<file path="src/rtl/cache_fill_if.sv">
// Handshake bundle between the L1 cache / main memory side and the cache fill controller.
interface cache_fill_if #(
  parameter int WORD_IDX_W = 3,
  parameter int ADDR_W     = 16
);
  logic                  miss_detected;
  logic [ADDR_W-1:0]     miss_address;
  logic                  mem_data_valid;
  logic [15:0]           mem_data;
  logic                  fsm_busy;
  logic                  mem_req;
  logic [ADDR_W-1:0]     mem_address;
  logic                  write_data_array;
  logic                  write_tag_array;
  logic [WORD_IDX_W-1:0] fill_word;
  logic [15:0]           fill_data;

  modport master (
    output miss_detected, miss_address, mem_data_valid, mem_data,
    input  fsm_busy, mem_req, mem_address, write_data_array, write_tag_array,
           fill_word, fill_data
  );

  modport slave (
    input  miss_detected, miss_address, mem_data_valid, mem_data,
    output fsm_busy, mem_req, mem_address, write_data_array, write_tag_array,
           fill_word, fill_data
  );
endinterface

</file>
<file path="src/rtl/cache_fill_fsm.sv">
// Cache miss fill controller: issues one read per block word and writes data/tag arrays.
// Optional macro CRITICAL_WORD_FIRST_EN starts the fill at the missing word and wraps.
module cache_fill_fsm #(
  parameter int WORD_IDX_W = 3,
  parameter int ADDR_W     = 16
) (
  input logic         clk,
  input logic         rst,
  cache_fill_if.slave bus
);

  localparam int CNT_W = WORD_IDX_W + 1;
  localparam logic [CNT_W-1:0]  LAST_CNT  = CNT_W'((1 << WORD_IDX_W) - 1);
  localparam logic [ADDR_W-1:0] BLK_MASK  = ~(ADDR_W'((1 << (WORD_IDX_W + 1)) - 1));
  localparam logic [CNT_W-1:0]  CNT_ONE   = CNT_W'(1'b1);

  typedef enum logic [0:0] {
    IDLE = 1'b0,
    FILL = 1'b1
  } state_t;

  state_t                state_r, state_nxt_s;
  logic [CNT_W-1:0]      issue_cnt_r, issue_cnt_nxt_s;
  logic [CNT_W-1:0]      recv_cnt_r, recv_cnt_nxt_s;
  logic [ADDR_W-1:0]     base_r, base_nxt_s;
  logic [WORD_IDX_W-1:0] start_r, start_nxt_s;
  logic [WORD_IDX_W-1:0] miss_start_s;

  logic                  busy_s, req_s, wr_data_s, wr_tag_s;
  logic [WORD_IDX_W-1:0] issue_idx_s, issue_word_s;

`ifdef CRITICAL_WORD_FIRST_EN
  assign miss_start_s = bus.miss_address[WORD_IDX_W:1];
`else
  assign miss_start_s = {WORD_IDX_W{1'b0}};
`endif

  // State, counter and latched-block registers
  always_ff @(posedge clk) begin
    if (rst) begin
      state_r     <= IDLE;
      issue_cnt_r <= {CNT_W{1'b0}};
      recv_cnt_r  <= {CNT_W{1'b0}};
      base_r      <= {ADDR_W{1'b0}};
      start_r     <= {WORD_IDX_W{1'b0}};
    end else begin
      state_r     <= state_nxt_s;
      issue_cnt_r <= issue_cnt_nxt_s;
      recv_cnt_r  <= recv_cnt_nxt_s;
      base_r      <= base_nxt_s;
      start_r     <= start_nxt_s;
    end
  end

  // Next-state and strobe decode
  always_comb begin
    state_nxt_s     = state_r;
    issue_cnt_nxt_s = issue_cnt_r;
    recv_cnt_nxt_s  = recv_cnt_r;
    base_nxt_s      = base_r;
    start_nxt_s     = start_r;
    busy_s          = 1'b0;
    req_s           = 1'b0;
    wr_data_s       = 1'b0;
    wr_tag_s        = 1'b0;
    case (state_r)
      IDLE: begin
        if (bus.miss_detected) begin
          base_nxt_s      = bus.miss_address & BLK_MASK;
          start_nxt_s     = miss_start_s;
          issue_cnt_nxt_s = {CNT_W{1'b0}};
          recv_cnt_nxt_s  = {CNT_W{1'b0}};
          state_nxt_s     = FILL;
        end else begin
          state_nxt_s = IDLE;
        end
      end
      FILL: begin
        busy_s = 1'b1;
        // MSB of the issue counter marks that every word has been requested
        if (!issue_cnt_r[WORD_IDX_W]) begin
          req_s           = 1'b1;
          issue_cnt_nxt_s = issue_cnt_r + CNT_ONE;
        end else begin
          req_s = 1'b0;
        end
        if (bus.mem_data_valid) begin
          wr_data_s      = 1'b1;
          recv_cnt_nxt_s = recv_cnt_r + CNT_ONE;
          if (recv_cnt_r == LAST_CNT) begin
            wr_tag_s    = 1'b1;
            state_nxt_s = IDLE;
          end else begin
            state_nxt_s = FILL;
          end
        end else begin
          state_nxt_s = FILL;
        end
      end
      default: begin
        state_nxt_s = IDLE;
      end
    endcase
  end

  // Once all requests are out the address holds at the last issued word
  assign issue_idx_s  = issue_cnt_r[WORD_IDX_W] ? {WORD_IDX_W{1'b1}}
                                                : issue_cnt_r[WORD_IDX_W-1:0];
  assign issue_word_s = start_r + issue_idx_s;

  assign bus.fsm_busy         = busy_s;
  assign bus.mem_req          = req_s;
  assign bus.mem_address      = base_r + {{(ADDR_W-WORD_IDX_W-1){1'b0}}, issue_word_s, 1'b0};
  assign bus.write_data_array = wr_data_s;
  assign bus.write_tag_array  = wr_tag_s;
  assign bus.fill_word        = start_r + recv_cnt_r[WORD_IDX_W-1:0];
  assign bus.fill_data        = bus.mem_data;

endmodule

</file>
<file path="src/flat_wrapper.sv">
// flat-port wrapper written by rule: the top's interface ports become plain ports
module cache_fill_fsm_flat 
#(
  parameter int WORD_IDX_W = 3,
  parameter int ADDR_W     = 16
)
  (clk, rst, bus_miss_detected, bus_miss_address, bus_mem_data_valid, bus_mem_data, bus_fsm_busy, bus_mem_req, bus_mem_address, bus_write_data_array, bus_write_tag_array, bus_fill_word, bus_fill_data);
  cache_fill_if #(.WORD_IDX_W(WORD_IDX_W), .ADDR_W(ADDR_W)) bus_i ();
  input logic clk;
  input logic rst;
  input wire logic [$bits(bus_i.miss_detected)-1:0] bus_miss_detected;
  input wire logic [$bits(bus_i.miss_address)-1:0] bus_miss_address;
  input wire logic [$bits(bus_i.mem_data_valid)-1:0] bus_mem_data_valid;
  input wire logic [$bits(bus_i.mem_data)-1:0] bus_mem_data;
  output wire logic [$bits(bus_i.fsm_busy)-1:0] bus_fsm_busy;
  output wire logic [$bits(bus_i.mem_req)-1:0] bus_mem_req;
  output wire logic [$bits(bus_i.mem_address)-1:0] bus_mem_address;
  output wire logic [$bits(bus_i.write_data_array)-1:0] bus_write_data_array;
  output wire logic [$bits(bus_i.write_tag_array)-1:0] bus_write_tag_array;
  output wire logic [$bits(bus_i.fill_word)-1:0] bus_fill_word;
  output wire logic [$bits(bus_i.fill_data)-1:0] bus_fill_data;
  assign bus_i.miss_detected = bus_miss_detected;
  assign bus_i.miss_address = bus_miss_address;
  assign bus_i.mem_data_valid = bus_mem_data_valid;
  assign bus_i.mem_data = bus_mem_data;
  assign bus_fsm_busy = bus_i.fsm_busy;
  assign bus_mem_req = bus_i.mem_req;
  assign bus_mem_address = bus_i.mem_address;
  assign bus_write_data_array = bus_i.write_data_array;
  assign bus_write_tag_array = bus_i.write_tag_array;
  assign bus_fill_word = bus_i.fill_word;
  assign bus_fill_data = bus_i.fill_data;
  cache_fill_fsm #(.WORD_IDX_W(WORD_IDX_W), .ADDR_W(ADDR_W)) u_core (.clk(clk), .rst(rst), .bus(bus_i));
endmodule
</file>
<file path="config.mk">
export PLATFORM = sky130hd
export DESIGN_NAME = cache_fill_fsm_flat
export DESIGN_NICKNAME = d
export VERILOG_FILES = /design/src/rtl/cache_fill_if.sv /design/src/rtl/cache_fill_fsm.sv /design/src/flat_wrapper.sv
export SDC_FILE = /design/constraint.sdc
export NUM_CORES = 1
export LEC_CHECK = 0
export BUFFER_PORTS_ARGS = -buffer_cell sky130_fd_sc_hd__buf_2
export CAP_MARGIN = 20
export CORE_MARGIN = 5
export CORE_UTILIZATION = 42
export CTS_CLUSTER_SIZE = 10
export DETAILED_ROUTE_END_ITERATION = 10
export PLACE_DENSITY = 0.91
export SYNTH_ARGS = -nofsm -noshare
export SYNTH_HDL_FRONTEND = slang
export SYNTH_SLANG_ARGS = --single-unit
</file>
<file path="constraint.sdc">
create_clock -name clk -period 2.57 [get_ports clk]
set_input_delay 0.514 -clock clk [delete_from_list [all_inputs] [get_ports clk]]
set_output_delay 0.514 -clock clk [all_outputs]
set_load 0.1 [all_outputs]
</file>
==> reports/qor.yml, run 1 <==
outcome:
  outcome: "finished clean"
synthesis:
  synth_top_area_share_pct: 42.00
  synth.area.top_cells: "dfxtp_1 (42%), buf_4 (17%), nand2_1 (9.7%)"
  ys_seq_elements: 21
  async_flop_share_pct: 0
  synth-main-ff-cell: "dfxtp_1"
  yosys.area.top_type: "dfxtp_1"
  ys_types: 25
  synth_edf_count: 0
  syn_nets: 160
  syn_area_um2: 1001
  synth_seq_area_share_pct: 42.00
  syn_area_per_cell_um2: 8.205
  syn_inst: 122
  yosys_warnings: 0
sta:
  fin_crit_sh_pct: 83.15
  finalMaxSlewViolations: 0
  finalSetupViolations: 0
  fmax_ghz: 0.4680
  fin_crit_ps: 2137
  worstMarginPinSlew_ps: 620.1
  finalHoldViolCount: 0
  timing.slew.headroom_pct: 58.66
  skew_ps: 3.563
  rsz0062_at_grt: "false"
  fin_tns_setup_ps: 0
routing:
  wire_per_inst_um: 12.72
  vias: 821
  wl_um: 2124
  first_iter_violations: 19
  drcViolationCount: 0
  first_pass_iters: 3
  viasPerCell: 4.916
  ant_nets: 0
power_and_ir_drop:
  switching_share_pct: 38.56
  power_frac_seq_pct: 49.7
  share_comb_of_total_power_pct: 28.5
  p_switching_uw: 271.8
  leakage_nw: 0.5143
  power.internal_uw: 433.2
  vdd_drop_max_mv: 0.2755
  power_frac_clock_pct: 21.9
  p_per_area_nw_per_um2: 649.9
clocking:
  cts_hold_buf: 0
  ctsResizeCount: 0
  post_cts_buffers: 0
  clk_path_buf_depth: 2
  cts_tree: "done"
  cts_buffers: 3
  htreeDepth: 1
  cts_sinks: 21
  path_clk_slew_ps: 120
  insertion_delay_ps: 290
  cts_root_buffer: "clkbuf_4"
hold_path:
  whs_path_depth: 3
  min_from: "bus_miss_address[13]"
  whs_endpoint: "u_core.base_r[13]$_SDFFE_PP0P_"
  hold_class: "input pin to flop"
final_layout:
  nets: 178
  antenna_cells: 0
  postLayoutCoreUtil_pct: 48.11
  fillers: 244
  drive_gt1_share_pct: 36.69
  areaGrowthSynthToFinish_pct: 8.375
setup_path:
  crit_fanout: 8
  startpoint_type: "flop"
  rrSetupSlack_ps: 1220
  end_kind: "output port"
  reg2reg_from: "u_core.state_r$_SDFF_PP0_"
  crit_arrival_ps: 1620
  regToRegEndpoint: "u_core.issue_cnt_r[1]$_SDFFE_PP0P_"
  critPathRequiredTime_ps: 2060
  critical_path_class: "flop to output port"
  reg2reg_depth: 3
global_routing:
  grt_max_degree: 23
  grt_first_pass_wirelength_um: 3519
  grt_pass1_vias: 835
  antenna_found_initial: 0
  grt_overflow_total: 0
  grt_use_total_pct: 13.07
floorplanning:
  coreArea_um2: 2255
  io_pins: 75
  rows: 17
  dieHeight_um: 58.82
  initial_core_util_pct: 44.40
  die_area_um2: 3460
  die_w_um: 58.82
place:
  io_buffers: 37
  finalWeightedCongestion: 0.8104
  hpwl_um: 1617
job:
  maxCapViolCount: 0
-- power groups by stage --
| stage | sequential, mW | combinational [mW] | clock, mW |
|---|---|---|---|
| after detailed placement | 0.358 | 0.202 | 0 |
| after global routing | 0.353 | 0.211 | 0.175 |
| after CTS | 0.350 | 0.202 | 0.163 |
| after global placement | 0.357 | 0.199 | 0 |
| after floorplan | 0.441 | 0.203 | 0 |
| final | 0.350 | 0.201 | 0.154 |
-- critical path, cell delays in order (launching register included) --
cell        delay, ps
dfxtp_2           420
nand2_2           130
clkinvlp_4        120
and4b_2           230
buf_2             420
-- layout make-up --
type                       instances  area (µm²)  area share, %
clock buffer                       3       22.52          2.076
clock inverter                     1       5.005         0.4614
inverter                           2       11.26          1.038
multi-input combinational         74       396.6          36.56
sequential                        21       421.7          38.87
tap                               28       35.03          3.230
timing repair buffer              38       192.7          17.76
-- through the flow --
| step | total power [mW] | instance area [µm²] | std cells | setup WS (ps) | hold WS [ps] |
|---|---|---|---|---|---|
| floorplan | 0.6441 | 1007 | 122 | 93.17 | 465.6 |
| CTS | 0.7153 | 1085 | 167 | 400.0 | 429.7 |
| detailed placement | 0.5595 | 1057 | 163 | 571.8 | 444.1 |
| finish | 0.7050 | 1085 | 167 | 433.1 | 443.2 |
| global route | 0.7391 | 1085 | 167 | 306.8 | 426.6 |
| global placement | 0.5554 | 1057 | 163 | 583.1 | 439.4 |
-- cell usage after synthesis (2+ instances only) --
cell and instances:
nand3b_1 2, dfxtp_1 21, nand2_1 26, nand2b_1 3, ha_1 2, a21oi_1 17
nand3_1 5, clkbuf_1 2, nor2_1 2, inv_1 2, nor3_1 3, or2_2 3
buf_4 22
-- cell families (layout without fill, tap and decap cells) --
group                      after synthesis  after routing  synth area share, %
AOI/OAI and AO/OA                       20             20                11.12
xor gates and xnor gates                 1              1               0.8752
adders and majority gates                2              2                2.500
buffers and inverters                   27             44                18.50
DFF                                     21             21                42.00
muxes                                    1              1                1.125
other                                    1              1               0.3746
and+or+nand+nor                         49             49                23.50
-- registers in the layout (all words and copies together), names as in the netlist --
name,cells
u_core.state_r,1
u_core.issue_cnt_r,4
u_core.recv_cnt_r,4
u_core.base_r,12
-- worst max-delay path by stage --
stage               slack, ps                 startpoint                   to
global route              310  u_core.state_r$_SDFF_PP0_  bus_write_tag_array
floorplan                  90  u_core.state_r$_SDFF_PP0_  bus_write_tag_array
global placement          580         bus_mem_data_valid  bus_write_tag_array
detailed placement        570         bus_mem_data_valid  bus_write_tag_array
finish                    430  u_core.state_r$_SDFF_PP0_  bus_write_tag_array
CTS                       400  u_core.state_r$_SDFF_PP0_  bus_write_tag_array
-- layout by cell type, fill, tap and decap left out, types with 2 or more instances in the layout --
cell type,n
nor2_1,2
ha_1,2
or2_2,3
nand3b_1,2
nand2b_1,3
nand2_1,26
clkbuf_4,3
a21oi_1,17
dfxtp_1,20
nor3_1,3
nand3_1,5
buf_2,37
-- routing by layer --
metal,GRT usage [%],share of wire [%],vias up
li1,-,-,414
met1,14.00,38,375
met2,23.34,52,20
met3,2.193,6.0,12
met4,8.414,3.3,0
met5,0,0,-
No activity file was read; power rests on OpenSTA's default activity.
==> run 2, diff against run 1 <==
ABC_AREA = 1   (was default)
CORE_UTILIZATION = 35   (was 42)
PLACE_DENSITY = 0.82   (was 0.91)
clock period = 1.9 ns   (was 2.57 ns; I/O delays follow)
==> run 2 against run 1 <==
Final cell count increased by 13%. Cell area increased by 4.7%. Utilization decreased by 6.9 points. Power increased by 47%. Clock power increased by 38%. Worst hold slack got worse by 140 ps. Setup slack got worse by 290 ps. Die area increased by 17%. First-iteration DRC count increased by 120%. Highest routed layer unchanged. Critical path type unchanged. Synthesized area increased by 0.75%. Via count increased by 2.1%. Non-clock buffer count unchanged.
==> reports/qor.yml, run 2 <==
setup_path:
  crit_fanout: 7  # -1
  crit_arrival_ps: 1380  # -240 ps
  reg2reg_from: "u_core.state_r$_SDFF_PP0_"
  startpoint_type: "flop"
  rrSetupSlack_ps: 860  # -360 ps
  critical_path_class: "flop to output port"
  end_kind: "output port"
  critPathRequiredTime_ps: 1520  # -540 ps
  reg2reg_depth: 4  # +1
  regToRegEndpoint: "u_core.issue_cnt_r[1]$_SDFFE_PP0P_"
final_layout:
  top_register: "u_core.base_r"
  register_area_um2: 426.7  # +1.2%
  areaGrowthSynthToFinish_pct: 12.66
  fillers: 305  # +25%
  largestRegisters: "u_core.base_r (12), u_core.issue_cnt_r (4), u_core.recv_cnt_r (4)"
  antenna_cells: 0  # unchanged
  postLayoutCoreUtil_pct: 41.20  # -6.9 points
  final_cell_area_um2: 1136  # +4.7%
  multi_input_area_um2: 395.4  # -0.32%
  drive_gt1_share_pct: 33.76  # -2.9 points
  layout_common_cells: "buf_2 (36), nor2_1 (33), dfxtp_1 (18)"
  nets: 196  # +10%
  mostFrequentLayoutCell: "buf_2"
  largest_reg_flops: 12  # unchanged
routing:
  ant_nets: 0  # unchanged
  viasPerCell: 4.457  # -9.3%
  drcViolationCount: 0  # unchanged
  dr_wl_met3_um: 171  # +35%
  first_iter_violations: 42  # +23
  wl_met1_um: 927  # +13%
  met2_wirelength_um: 967  # -13%
  wl_um: 2069  # -2.6%
  vias: 838  # +2.1%
  wire_per_inst_um: 11.01  # -13%
  first_pass_iters: 4  # +1
  maxUsedRoutingLayer: "met4"
sta:
  fin_tns_setup_ps: 0  # unchanged
  whs_ps: 302.4  # -140.8 ps
  rsz0062_at_grt: "false"
  fin_crit_ps: 1755
  fmax_ghz: 0.5698
  finalMaxSlewViolations: 0  # unchanged
  finalSetupViolations: 0  # unchanged
  skew_ps: 0.5102  # -3.052 ps
  fin_crit_sh_pct: 92.37
  finalHoldViolCount: 0  # unchanged
  setup_slack_ps: 145.0  # -288.1 ps
clocking:
  path_clk_slew_ps: 110  # about the same
  cts_sinks: 21  # unchanged
  cts_buffers: 3  # unchanged
  cts_tree: "done"
  insertion_delay_ps: 290  # about the same
  htreeDepth: 1  # unchanged
  cts_root_buffer: "clkbuf_4"
  clk_path_buf_depth: 2  # unchanged
power_and_ir_drop:
  leakage_nw: 0.5580  # +8.5%
  p_per_area_nw_per_um2: 911.0  # +40%
  vdd_drop_max_mv: 0.4767  # +73%
place:
  finalWeightedCongestion: 0.7162  # -12%
  io_buffers: 37  # unchanged
  hpwl_um: 1543  # -4.6%
  postPlaceCellArea_um2: 1107  # +4.7%
  pre_cts_slack_ps: 431.0  # -140.8 ps
synthesis:
  synth.most_common_cell: "nor2_1"
  ys_seq_elements: 21  # unchanged
  yosys_warnings: 0  # unchanged
  ys_types: 20  # -20%
  async_flop_share_pct: 0  # unchanged
  syn_area_per_cell_um2: 7.308  # -11%
  ys_top_cells_by_count: "nor2_1 (33), dfxtp_1 (21), buf_4 (20)"
  synth_edf_count: 0  # unchanged
  syn_nets: 176  # +10%
  synth.area.top_cells: "dfxtp_1 (42%), buf_4 (15%), nor2_1 (12%)"
  synth_seq_area_share_pct: 41.69  # -0.31 points
  yosys.area.top_type: "dfxtp_1"
  synth_top_area_share_pct: 41.69  # -0.31 points
  syn_area_um2: 1008  # +0.75%
  syn_inst: 138  # +13%
  synth-main-ff-cell: "dfxtp_1"
floorplanning:
  coreArea_um2: 2758  # +22%
  die_area_um2: 4055  # +17%
  initial_core_util_pct: 36.57  # -7.8 points
  die_w_um: 63.68  # +8.3%
  rows: 19  # +2
  dieHeight_um: 63.68  # +8.3%
  io_pins: 75  # unchanged
global_routing:
  antenna_found_initial: 0  # unchanged
  grt_max_degree: 19  # -17%
  grt_overflow_total: 0  # unchanged
  grt_first_pass_wirelength_um: 3463  # -1.6%
  grt_pass1_vias: 807  # -3.4%
  grt_use_total_pct: 10.37  # -2.7 points
hold_path:
  whs_endpoint: "u_core.recv_cnt_r[1]$_SDFFE_PP0P_"
  min_from: "rst"
  whs_path_depth: 2  # -1
  hold_class: "input pin to flop"
outcome:
  outcome: "finished clean"
job:
  maxCapViolCount: 0  # unchanged
==> run 2: changes by cell type after synthesis, sizes merged, moves of 2 or more <==
cell,change
nand2,-13
nand2b,-3
or2,-2
o21ai,+16
inv,+9
nand3b,-2
nor2,+32
a21oi,-11
==> run 2: critical path: stages, from the launching register on <==
cell and delay [ps]:
dfxtp_4 420, nand2_1 140, inv_2 90, buf_2 420
==> run 2: routing by layer <==
layer	up-vias	GRT usage, %
met3	2	4.440
met4	0	3.896
met5	-	0
li1	453	-
met1	359	11.29
met2	24	17.64
==> run 2: kinds of logic (layout without fill, tap and decap cells) <==
kind of cell | Yosys count | count (layout) | share of synthesized area (%)
flops | 21 | 21 | 41.69
compound gates | 23 | 23 | 11.41
fa+ha+maj | 2 | 2 | 2.481
simple gates | 57 | 57 | 23.08
other cells | 1 | 1 | 0.3719
buf+inv | 34 | 53 | 20.97
==> run 2: layout make-up <==
| type | count | area share, % |
|---|---|---|
| Multi-Input combinational cell | 83 | 34.80 |
| Sequential cell | 21 | 37.56 |
| Clock buffer | 4 | 2.313 |
| Inverter | 11 | 3.634 |
| Tap cell | 31 | 3.414 |
| Timing Repair Buffer | 38 | 18.28 |
==> run 2: worst max path at each step <==
| stage | startpoint | to | slack, ps | cells past startpoint |
|---|---|---|---|---|
| 6_report | u_core.state_r$_SDFF_PP0_ | bus_mem_req | 140 | 3 |
| 3_3_place_gp | bus_mem_data_valid | bus_write_data_array | 420 | 4 |
| 3_5_place_dp | bus_mem_data_valid | bus_write_data_array | 430 | 4 |
| 4_1_cts | u_core.recv_cnt_r[0]$_SDFFE_PP0P_ | bus_write_tag_array | 90 | 4 |
| 2_1_floorplan | u_core.state_r$_SDFF_PP0_ | bus_write_tag_array | 20 | 2 |
| 5_1_grt | u_core.issue_cnt_r[3]$_SDFFE_PP0P_ | bus_mem_req | 40 | 4 |
==> run 2: power breakdown <==
| part | internal (mW) | switching, mW |
|---|---|---|
| Combinational | 0.0558 | 0.282 |
| Sequential | 0.467 | 0.0179 |
| Clock | 0.0817 | 0.131 |
==> run 2: repair_timing <==
action	in CTS	in global routing
gates resized for setup	0	2
hold endpoints to repair	0	0
hold buffers	0	0
endpoints found under the setup margin	0	1
buffers inserted	0	0
==> run 2: metrics by stage <==
| step | power, mW | instances |
|---|---|---|
| 3_5_place_dp | 0.8352 | 184 |
| 2_1_floorplan | 0.9381 | 138 |
| 6_report | 1.035 | 188 |
| 5_1_grt | 1.098 | 188 |
| 4_1_cts | 1.053 | 188 |
| 3_3_place_gp | 0.8321 | 184 |
==> run 3, diff against run 2 <==
GPL_TIMING_DRIVEN = 0   (was default)
==> run 3 against run 2 <==
Utilization up 8.6 points. Sequential cell count unchanged. Setup slack worse by 49 ps. Power up 17%. Non-clock buffer count increased by 38. Sequential power barely moved. Largest cell class is now buffers.
==> reports/qor.yml, run 3 (synthesis results as in run 2) <==
setup_path:
  slowest_delay_ps: 410  # about the same
  critPathRequiredTime_ps: 1520  # about the same
  end_kind: "output port"
  crit_start: "u_core.recv_cnt_r[1]$_SDFFE_PP0P_"
  critical_path_class: "flop to output port"
  crit_arrival_ps: 1420  # +40 ps
  cp_slowest_cell: "dfxtp_1"
  startpoint_type: "flop"
  reg2reg_from: "u_core.state_r$_SDFF_PP0_"
  path_cells: "ha_1 > nand2_1 > nor3_4 > buf_8"
  crit_fanout: 5  # -2
floorplanning:
  coreArea_um2: 2758  # unchanged
  die_w_um: 63.68  # unchanged
  io_pins: 75  # unchanged
  initial_core_util_pct: 36.57  # unchanged
  die_area_um2: 4055  # unchanged
  dieHeight_um: 63.68  # unchanged
  rows: 19  # unchanged
clocking:
  post_cts_buffers: 0  # unchanged
  cts_tree: "done"
  clk_path_buf_depth: 2  # unchanged
  insertion_delay_ps: 300  # about the same
  cts_buffers: 3  # unchanged
  htreeDepth: 1  # unchanged
  path_clk_slew_ps: 110  # about the same
  cts_hold_buf: 0  # unchanged
  cts_root_buffer: "clkbuf_4"
  cts_sinks: 21  # unchanged
  ctsResizeCount: 2  # +2
final_layout:
  largestRegisters: "u_core.base_r (12), u_core.issue_cnt_r (4), u_core.recv_cnt_r (4)"
  mostFrequentLayoutCell: "buf_2"
  largest_reg_flops: 12  # unchanged
  fin_cells: 226  # +20%
  layout_common_cells: "buf_2 (53), nor2_1 (33), buf_4 (20)"
  top_register: "u_core.base_r"
  nets: 234  # +19%
  drive_gt1_share_pct: 45.64  # +12 points
  antenna_cells: 0  # unchanged
  areaGrowthSynthToFinish_pct: 36.10
  final_cell_area_um2: 1373  # +21%
job:
  maxCapViolCount: 0  # unchanged
sta:
  finalMaxSlewViolations: 0  # unchanged
  skew_ps: 2.284  # +1.774 ps
  fin_crit_ps: 1804  # +48.79 ps
  fin_tns_setup_ps: 0  # unchanged
  fin_crit_sh_pct: 94.94  # +2.6 points
  fmax_ghz: 0.5544  # -2.7%
  finalHoldViolCount: 0  # unchanged
  finalSetupViolations: 0  # unchanged
  rsz0062_at_grt: "false"
  whs_ps: 305.6  # +3.237 ps
outcome:
  outcome: "finished clean"
routing:
  ant_nets: 0  # unchanged
  first_pass_iters: 4  # unchanged
  first_iter_violations: 45  # +7.1%
  drcViolationCount: 0  # unchanged
  viasPerCell: 4.407  # -1.1%
  vias: 996  # +19%
  wire_per_inst_um: 10.69  # -2.9%
  wl_um: 2415  # +17%
place:
  finalWeightedCongestion: 0.8027  # +12%
  io_buffers: 53  # +43%
  hpwl_um: 1990  # +29%
  postPlaceCellArea_um2: 1335  # +21%
  placed_cells: 222  # +21%
hold_path:
  min_from: "bus_miss_address[13]"
  hold_class: "input pin to flop"
global_routing:
  grt_use_total_pct: 11.97  # +1.6 points
  grt_first_pass_wirelength_um: 3953  # +14%
  antenna_found_initial: 0  # unchanged
  grt_pass1_vias: 915  # +13%
  grt_max_degree: 12  # -7
  grt_overflow_total: 0  # unchanged
power_and_ir_drop:
  power.total_mw: 1.214  # +17%
  p_per_area_nw_per_um2: 884.6  # -2.9%
  vdd_drop_max_mv: 0.4810  # +0.89%
  leakage_nw: 0.7247  # +30%
## run 3: cell count changes in the layout (fill, tap and decap cells not counted)
cell,before,now
buf_12,1,0
buf_2,36,53
buf_4,1,20
buf_6,0,1
buf_8,0,1
clkbuf_1,1,2
dfxtp_1,18,19
dfxtp_2,2,1
## run 3: cell type report
class | count | area, µm²
tap | 31 | 38.79
fill | 295 | 1385
buffer | 23 | 170.2
inverter | 11 | 41.29
multi-input combinational | 83 | 395.4
timing repair buffer | 53 | 275.3
sequential | 21 | 425.4
clock buffer | 4 | 26.28
## run 3: metal layers
metal	up-vias	global-route usage, %	part of all wire (%)
met3	2	3.730	8.6
li1	530	-	-
met5	-	0	0
met1	422	13.95	41
met2	42	20.56	50
met4	0	3.896	0.37
## run 3: worst max-delay path: cells and delay by family, from the launching register on
kind	cells	cell delay (ps)
flops	1	410
fa+ha+maj	1	190
simple gates	2	300
buf+inv	1	230
## run 3: path summary, 6_finish.rpt
path,end,slack (ps),cells after the start
worst min-delay path,u_core.base_r[13]$_SDFFE_PP0P_,310,3
worst max register to register,u_core.base_r[11]$_SDFFE_PP0P_,810,4
worst max-delay path,bus_write_tag_array,100,4
worst min register to register,u_core.issue_cnt_r[3]$_SDFFE_PP0P_,480,2
## run 3: report_power, final
group          switching, mW  total, mW  internal (mW)
sequential            0.0179      0.484          0.466
combinational          0.425      0.518         0.0935
clock                  0.130      0.212         0.0817
## run 3: through the flow
stage | util, % | worst slack (ps)
after floorplan | - | 17.74
after global placement | 48.41 | 236.6
after detailed placement | 48.41 | 211.1
after CTS | 49.59 | 41.83
after global routing | 49.77 | 15.39
final | 49.77 | 96.18
